## config.mk

```make
export PLATFORM = sky130hd
export DESIGN_NAME = uart_rx_cmd_parser
export DESIGN_NICKNAME = d
export VERILOG_FILES = /design/src/rtl/uart_cmd_pkg.sv /design/src/rtl/uart_frame_timer.sv /design/src/rtl/uart_rx_cmd_parser.sv
export SDC_FILE = /design/constraint.sdc
export NUM_CORES = 1
export LEC_CHECK = 0
export CORE_ASPECT_RATIO = 2
export CORE_MARGIN = 5
export CORE_UTILIZATION = 45
export CTS_CLUSTER_DIAMETER = 120
export CTS_CLUSTER_SIZE = 20
export DETAILED_ROUTE_END_ITERATION = 10
export PLACE_DENSITY = 0.75
export SYNTH_ARGS = -nofsm -noshare
export SYNTH_HDL_FRONTEND = slang
export SYNTH_HIERARCHICAL = 1
export SYNTH_SLANG_ARGS = --single-unit
```

## constraint.sdc

```tcl
create_clock -name CLK -period 2.58 [get_ports CLK]
set_input_delay 0.516 -clock CLK [delete_from_list [all_inputs] [get_ports CLK]]
set_output_delay 0.516 -clock CLK [all_outputs]
set_load 0.02 [all_outputs]
```

## src/rtl/uart_cmd_pkg.sv

```systemverilog
// Shared definitions for the UART command path: parser state encoding and
// the default command opcodes also used by the Tx response formatter.
package uart_cmd_pkg;

   typedef enum logic [1:0] {
      IDLE    = 2'b00,
      WR_ADDR = 2'b01,
      WR_DATA = 2'b10,
      RD_ADDR = 2'b11
   } state_e;

   localparam logic [7:0] DEF_WR_CMD = 8'hAA;
   localparam logic [7:0] DEF_RD_CMD = 8'hBB;

endpackage

```

## src/rtl/uart_frame_timer.sv

```systemverilog
// Inter-byte timeout counter: counts idle cycles inside a frame and flags
// expiry in the cycle the count sits at TIMEOUT-1 with no byte arriving.
module uart_frame_timer #(
   parameter int TIMEOUT = 4096
) (
   input  logic i_clk,
   input  logic i_rst_n,
   input  logic i_clear,
   input  logic i_enable,
   output logic o_expire
);

   localparam int                CNT_W = $clog2(TIMEOUT);
   localparam logic [CNT_W-1:0] LAST  = CNT_W'(TIMEOUT - 1);

   logic [CNT_W-1:0] r_count;

   // NOTE: sequential state uses non-blocking assignments so every register
   // samples pre-edge values, independent of block ordering.
   always_ff @(posedge i_clk or negedge i_rst_n) begin
      if (!i_rst_n)
         r_count <= '0;
      else if (i_clear)
         r_count <= '0;
      else if (i_enable)
         r_count <= r_count + CNT_W'(1);
   end

   // No wrap handling: expiry always sends the parser to IDLE, which clears us.
   assign o_expire = i_enable && (r_count == LAST);

endmodule

```

## src/rtl/uart_rx_cmd_parser.sv

```systemverilog
// Assembles write (WR_CMD, addr, data) and read (RD_CMD, addr) frames from
// the Uart_Rx byte stream and issues one-cycle register-file strobes.
module uart_rx_cmd_parser
   import uart_cmd_pkg::*;
#(
   parameter int               width   = 8,
   parameter int               ADDR_W  = 4,
   parameter logic [width-1:0] WR_CMD  = width'(DEF_WR_CMD),
   parameter logic [width-1:0] RD_CMD  = width'(DEF_RD_CMD),
   parameter int               TIMEOUT = 4096
) (
   input  logic              CLK,
   input  logic              Reset,
   input  logic [width-1:0]  Rx_data,
   input  logic              Rx_valid,
   input  logic              Parity_error,
   input  logic              stop_error,
   output logic              Wr_EN,
   output logic              Rd_EN,
   output logic [ADDR_W-1:0] Addr,
   output logic [width-1:0]  Wr_Data,
   output logic              Frame_busy,
   output logic              Frame_error
);

   state_e             r_state,   w_state_nxt;
   logic               r_wr_en,   w_wr_en_nxt;
   logic               r_rd_en,   w_rd_en_nxt;
   logic               r_err,     w_err_nxt;
   logic [ADDR_W-1:0]  r_addr,    w_addr_nxt;
   logic [width-1:0]   r_wr_data, w_wr_data_nxt;

   logic w_good, w_bad, w_addr_ok, w_tmr_clear, w_expire;

   assign w_good      = Rx_valid && !Parity_error && !stop_error;
   assign w_bad       = Rx_valid && (Parity_error || stop_error);
   assign w_addr_ok   = ((Rx_data >> ADDR_W) == '0);
   // Any arriving byte restarts the gap count; a byte in the expiry cycle wins.
   assign w_tmr_clear = (r_state == IDLE) || Rx_valid;

   uart_frame_timer #(
      .TIMEOUT (TIMEOUT)
   ) u_timer (
      .i_clk    (CLK),
      .i_rst_n  (Reset),
      .i_clear  (w_tmr_clear),
      .i_enable (!w_tmr_clear),
      .o_expire (w_expire)
   );

   // NOTE: every always_comb output gets a default first, so no path can
   // leave a signal unassigned and infer a latch.
   always_comb begin
      w_state_nxt   = r_state;
      w_wr_en_nxt   = 1'b0;
      w_rd_en_nxt   = 1'b0;
      w_err_nxt     = 1'b0;
      w_addr_nxt    = r_addr;
      w_wr_data_nxt = r_wr_data;

      case (r_state)
         IDLE: begin
            if (w_good && Rx_data == WR_CMD)
               w_state_nxt = WR_ADDR;
            else if (w_good && Rx_data == RD_CMD)
               w_state_nxt = RD_ADDR;
         end

         WR_ADDR, RD_ADDR: begin
            if (w_bad || (w_good && !w_addr_ok) || w_expire) begin
               w_err_nxt   = 1'b1;
               w_state_nxt = IDLE;
            end else if (w_good) begin
               w_addr_nxt  = Rx_data[ADDR_W-1:0];
               w_rd_en_nxt = (r_state == RD_ADDR);
               w_state_nxt = (r_state == WR_ADDR) ? WR_DATA : IDLE;
            end
         end

         WR_DATA: begin
            if (w_bad || w_expire) begin
               w_err_nxt   = 1'b1;
               w_state_nxt = IDLE;
            end else if (w_good) begin
               w_wr_data_nxt = Rx_data;
               w_wr_en_nxt   = 1'b1;
               w_state_nxt   = IDLE;
            end
         end

         default: w_state_nxt = IDLE;
      endcase
   end

   // NOTE: Addr/Wr_Data are plain data registers but are still reset, since
   // they drive ports that must read 0 out of reset.
   always_ff @(posedge CLK or negedge Reset) begin
      if (!Reset) begin
         r_state   <= IDLE;
         r_wr_en   <= 1'b0;
         r_rd_en   <= 1'b0;
         r_err     <= 1'b0;
         r_addr    <= '0;
         r_wr_data <= '0;
      end else begin
         r_state   <= w_state_nxt;
         r_wr_en   <= w_wr_en_nxt;
         r_rd_en   <= w_rd_en_nxt;
         r_err     <= w_err_nxt;
         r_addr    <= w_addr_nxt;
         r_wr_data <= w_wr_data_nxt;
      end
   end

   assign Wr_EN       = r_wr_en;
   assign Rd_EN       = r_rd_en;
   assign Frame_error = r_err;
   assign Addr        = r_addr;
   assign Wr_Data     = r_wr_data;
   assign Frame_busy  = (r_state != IDLE);

endmodule

```

# Word level (Yosys, flattened, before mapping)
# Cells that the tools add are included.
# classes
muxes	18
eq_ne	9
bitwise	2
add_sub_neg	1
n_reduce_logical	23
# ops
operator	count
8-bit equality test, second input constant	2
2-bit two-way mux	7
12-bit by 1-bit adder with 12-bit output, second input constant	1
12-bit equality test, second input constant	1
12-bit two-way mux	1
3-bit AND reduction	3
8-bit logical NOT	1
1-bit two-way mux	8
1-bit logical AND	7
3-bit inequality test, second input constant	2
2-bit one-hot mux with 3 select lines	1
1-bit logical OR	5
2-bit equality test, second input constant	2
1-bit logical NOT	4
3-bit by 1-bit inequality test with 1-bit output, second input constant	1
2-bit by 1-bit equality test with 1-bit output, second input constant	1
2-bit logical NOT	1
1-bit NOT	2
1-bit one-hot mux with 2 select lines	1
2-bit nonzero test	1
2-bit OR reduction	1
# totals
output_inout_bits	16
elab_cells	60
register_bits	29
input_bits	13

# Longest topological paths before layout
# logic_depth
depth_word	8
mapped_depth	11
mapped_depth_nobuf	9

# Cells and area by module
# Netlist, hierarchy kept.
# by_module_without_submodules
mod	seq_area_each_um2	area_each_um2	cells_each	instances
uart_rx_cmd_parser	425.4	802.0	62	1
uart_frame_timer	300.3	604.3	60	1

# Worst setup path before layout
# No wires, ideal clock.
# synth_timing
path_type	input-to-reg
start	input port Rx_valid
end	register r_wr_data[2], in the netlist Wr_Data[2]
setup_slack_ns	-0.173
t_arrival_ns	2.628
n_path_buf	2
t_required_ns	2.455
path_stages	9
cell_sequence	or2_2 inv_1 buf_2 nand4_1 nor4_1 nor3_4 nand4b_1 buf_6 mux2_4
# synth_between
elab_chain_len	6
word_cells_on_any_way	9
# synth_rtl
item	line_no	text
start: declaration	uart_rx_cmd_parser.sv:15	input logic Rx_valid,
1-bit logical OR	uart_rx_cmd_parser.sv:39	assign w_tmr_clear = (r_state == IDLE) || Rx_valid;
1-bit logical NOT	uart_rx_cmd_parser.sv:47	.i_enable (!w_tmr_clear),
1-bit logical AND	uart_frame_timer.sv:30	assign o_expire = i_enable && (r_count == LAST);
net w_expire	uart_rx_cmd_parser.sv:33	logic w_good, w_bad, w_addr_ok, w_tmr_clear, w_expire;
1-bit logical OR	uart_rx_cmd_parser.sv:81	if (w_bad || w_expire) begin
1-bit NOT (no line)	n/a	
3-bit AND reduction (no line)	n/a	
end signal: assignment	uart_rx_cmd_parser.sv:111	r_wr_data <= w_wr_data_nxt;
end: declaration	uart_rx_cmd_parser.sv:31	logic [width-1:0] r_wr_data, w_wr_data_nxt;
# The timed path passes the listed nets, and every way through them passes these cells.
# A chain may end at the register's enable or synchronous reset.

# Worst setup path in the final report
# layout_timing
start	input port Rx_valid
end	register r_wr_data[6], in the netlist Wr_Data[6]
# layout_between
elab_chain_len	6
word_cells_on_any_way	9
# layout_rtl
item	line_no
1-bit logical OR	uart_rx_cmd_parser.sv:39
net w_tmr_clear	uart_rx_cmd_parser.sv:33
1-bit logical NOT	uart_rx_cmd_parser.sv:47
1-bit logical AND	uart_frame_timer.sv:30
net w_expire	uart_rx_cmd_parser.sv:33
1-bit logical OR	uart_rx_cmd_parser.sv:81
1-bit NOT (no line)	n/a
3-bit AND reduction (no line)	n/a
# The timed path passes the listed nets, and every way through them passes these cells.

==> results.sh <==
export IMPL_power_density_nw_per_um2=612
export IMPL_synth_warnings=6
export IMPL_hpwl_um=2330
export IMPL_rsz0062_at_grt="no"
export IMPL_syn_area_um2=1410
export IMPL_hp_start="Wr_Data[4]$_DFFE_PN0P_"
export IMPL_core_rowCount=28
export IMPL_die_area_um2=4410
export IMPL_hold_path_class="flop to flop"
export IMPL_ctsResizeCount=0
export IMPL_port_buffer_count=28
export IMPL_peakVddDrop_mv=0.576
export IMPL_outcome="complete, no violations"
export IMPL_drv_cap=0
export IMPL_layout_min_cycle_time_ns=2.32
export IMPL_finalSetupTns_ns=0
export IMPL_worstSetupPathType="input pin to flop"
export IMPL_sequentialPowerShare_pct=45.5
export IMPL_report_power_total_mw=1.15
export IMPL_p_sw_share_pct=27.7
export IMPL_area_sequential_um2=726
export IMPL_pwr_share_clk_pct=30.5
export IMPL_viasPerCell=5.55
export IMPL_firstDrtPassIters=4
export IMPL_clockBufferDepth=2
export IMPL_io_pin_count=29
export IMPL_ys_ff_latch=29
export IMPL_cp_data_arrival_time_ns=2.49
export IMPL_max_slew_margin_pct=72.6
export IMPL_p_leak_nw=0.811
export IMPL_syn_inst=122
export IMPL_cts_max_level=2
export IMPL_slowest_stage="clkdlybuf4s50_1"
export IMPL_cts_tree="done"
export IMPL_crit_chain="clkdlybuf4s50_1 -> or2_2 -> inv_1 -> nand4_1 -> nor4_2 -> buf_4 -> nor3_4 -> nand4b_1 -> buf_4 -> mux2_4"
export IMPL_cpPeakStageDelay_ns=0.41
export IMPL_grt_pass1_vias=1214
export IMPL_fin_area_um2=1880
export IMPL_place_ws_ns=-0.140
export IMPL_finalCritPeriodShare_pct=90.0
export IMPL_ant_nets=0
export IMPL_fin_skew_ns=0.00798
export IMPL_vias=1087
export IMPL_setup_viol=0
export IMPL_multiInputGateArea_um2=639
export IMPL_overflow=0
export IMPL_place_gp_congestion=0.936
export IMPL_drv_slew=0
export IMPL_final_cell_mix="dfrtp_1 (29), clkdlybuf4s50_1 (28), buf_4 (12)"
export IMPL_cts_buffers=5
export IMPL_reg2regPathDepth=10
export IMPL_syn_num_nets=136
export IMPL_grt_max_degree=30
export IMPL_hold_path_cell_count=2
export IMPL_routed_wl_um=3080
export IMPL_path_max_fanout=5
export IMPL_yosysUniqueCellTypes=36
export IMPL_fillers=239
export IMPL_worstPathRequired_ns=2.74
export IMPL_clkTransAtPathRegs_ns=0.06
export IMPL_die_w_um=49.5
export IMPL_max_freq_ghz=0.431
export IMPL_die_y_um=89.1
export IMPL_clock_latency_ns=0.28
export IMPL_internal_power_uw=832
export IMPL_drtIter0Drc=10
export IMPL_r2r_start="r_state[0]$_DFFE_PN0P_"
export IMPL_core_um2=2980
export IMPL_start_util_pct=47.2
export IMPL_reg2reg_to="Wr_Data[6]$_DFFE_PN0P_"
export IMPL_p_sw_uw=318
export IMPL_layout_commonest_cell="dfrtp_1"
export IMPL_worst_pin_slew_ns=0.409
export IMPL_drcViolationCount=0
export IMPL_cts_root_buf="clkbuf_8"
export IMPL_layout_drive_gt1_share_pct=22.3
export IMPL_place_area_um2=1800
export IMPL_critPathLaunchType="input pin"
export IMPL_worst_slack_ns=0.258
export IMPL_drt_wirelength_per_cell_um=15.7
export IMPL_crit_path_end_kind="flop"
export IMPL_crit_top_cell="buf_4"
export IMPL_n_antenna_cell=0
export IMPL_track_usage_pct=15.9
export IMPL_antenna_found_initial=0
export IMPL_reg2reg_slack_ns=0.34
export IMPL_clock_sinks=29
export IMPL_finalNetCount=179
export IMPL_whs_endpoint="Wr_Data[4]$_DFFE_PN0P_"
export IMPL_power_share_combinational_pct=24.0
export IMPL_ys_seq_area_share_pct=51.6
export IMPL_areaGrowthSynthToFinish_pct=33.5
export IMPL_grt_first_pass_wirelength_um=5400
export IMPL_hold_violations=0
export IMPL_avgSynthCellArea_um2=11.5
export IMPL_utilization_pct=63.1
==> power groups by stage <==
stage	sequential [mW]	clock [mW]	combinational [mW]
2_1_floorplan	0.580	0	0.0826
3_3_place_gp	0.530	0	0.274
3_5_place_dp	0.532	0	0.279
4_1_cts	0.524	0.370	0.281
5_1_grt	0.529	0.389	0.295
6_report	0.523	0.350	0.276
==> worst max-delay path by stage <==
stage | start | endpoint | slack [ns]
6_report | Rx_valid | Wr_Data[6]$_DFFE_PN0P_ | 0.26
5_1_grt | Rx_valid | Wr_Data[1]$_DFFE_PN0P_ | 0.07
4_1_cts | Rx_valid | Wr_Data[6]$_DFFE_PN0P_ | 0.16
3_5_place_dp | Rx_valid | Wr_Data[1]$_DFFE_PN0P_ | -0.14
3_3_place_gp | Rx_valid | Wr_Data[1]$_DFFE_PN0P_ | -0.1
2_1_floorplan | Rx_valid | Wr_Data[2]$_DFFE_PN0P_ | 0.004
==> what timing repair did <==
item,CTS,global route
setup endpoints to repair,0,6
buffers inserted,0,0
hold buffers,0,0
==> per-layer routing <==
layer	vias up	track usage [%]	routed length (um)
met4	0	7.88	91
met5	-	0	0
li1	532	-	-
met2	32	30.0	1640
met1	516	14.9	1170
met3	7	5.01	173
==> state kept, by name, summed over array words and instances (netlist names) <==
signal and count:
r_state 2, Wr_Data 8, Rd_EN 1, Addr 4
Frame_error 1, u_timer/r_count 12, Wr_EN 1
==> cell type report <==
class,instances,area share [%]
Clock buffer,6,3.86
Clock inverter,2,0.533
Inverter,6,1.20
Multi-Input combinational cell,83,34.0
Sequential cell,29,38.6
Tap cell,30,2.00
Timing Repair Buffer,40,19.7
==> kinds of logic (layout without fill, tap and decap cells) <==
family,count (synthesis),after routing,share of synthesized area [%]
adders and majority gates,1,1,0.890
buffers and inverters,10,54,3.38
xor gates and xnor gates,5,5,3.11
muxes,10,10,10.1
DFF,29,29,51.6
AOI/OAI and AO/OA,25,25,12.4
and+or+nand+nor,42,42,18.6
==> critical path: cells and delay by family <==
family | cells | cell delay [ns]
buf+inv | 4 | 0.84
simple gates | 5 | 0.83
mux | 1 | 0.30
==> cell usage after synthesis <==
library cell / instances / area share, %
a32o_1: 2 / 1.4
mux2i_1: 1 / 0.71
a2bb2oi_1: 1 / 0.62
nor4_1: 1 / 0.45
mux2_1: 1 / 0.80
o21ai_1: 3 / 1.1
o21ai_0: 5 / 1.8
nand3b_1: 1 / 0.53
xor2_1: 3 / 1.9
clkbuf_1: 1 / 0.27
nand4_2: 1 / 0.89
a21oi_1: 8 / 2.8
nor4_2: 1 / 0.89
nand2_1: 9 / 2.4
nor3_4: 1 / 1.2
nand4b_1: 2 / 1.2
or3_1: 2 / 0.89
mux2_4: 8 / 8.5
or3_2: 2 / 1.1
inv_2: 1 / 0.27
nor4_4: 1 / 1.5
or2_2: 1 / 0.45
xnor2_1: 2 / 1.2
dfrtp_1: 29 / 52
nor2_1: 10 / 2.7
nand3_1: 3 / 1.1
buf_2: 2 / 0.71
o2111ai_4: 1 / 1.9
a21boi_1: 1 / 0.53
o31ai_1: 3 / 1.6
inv_1: 5 / 1.3
ha_1: 1 / 0.89
o22a_1: 1 / 0.62
buf_6: 1 / 0.80
nand4_1: 4 / 1.8
or4_1: 3 / 1.6
==> stage by stage <==
| stage | cells | hold WS, ns |
|---|---|---|
| 6_report | 196 | 0.480 |
| 5_1_grt | 196 | 0.511 |
| 4_1_cts | 196 | 0.487 |
| 3_5_place_dp | 188 | 0.472 |
| 3_3_place_gp | 188 | 0.464 |
| 2_1_floorplan | 122 | 0.220 |
No activity file was read; power rests on OpenSTA's default activity.
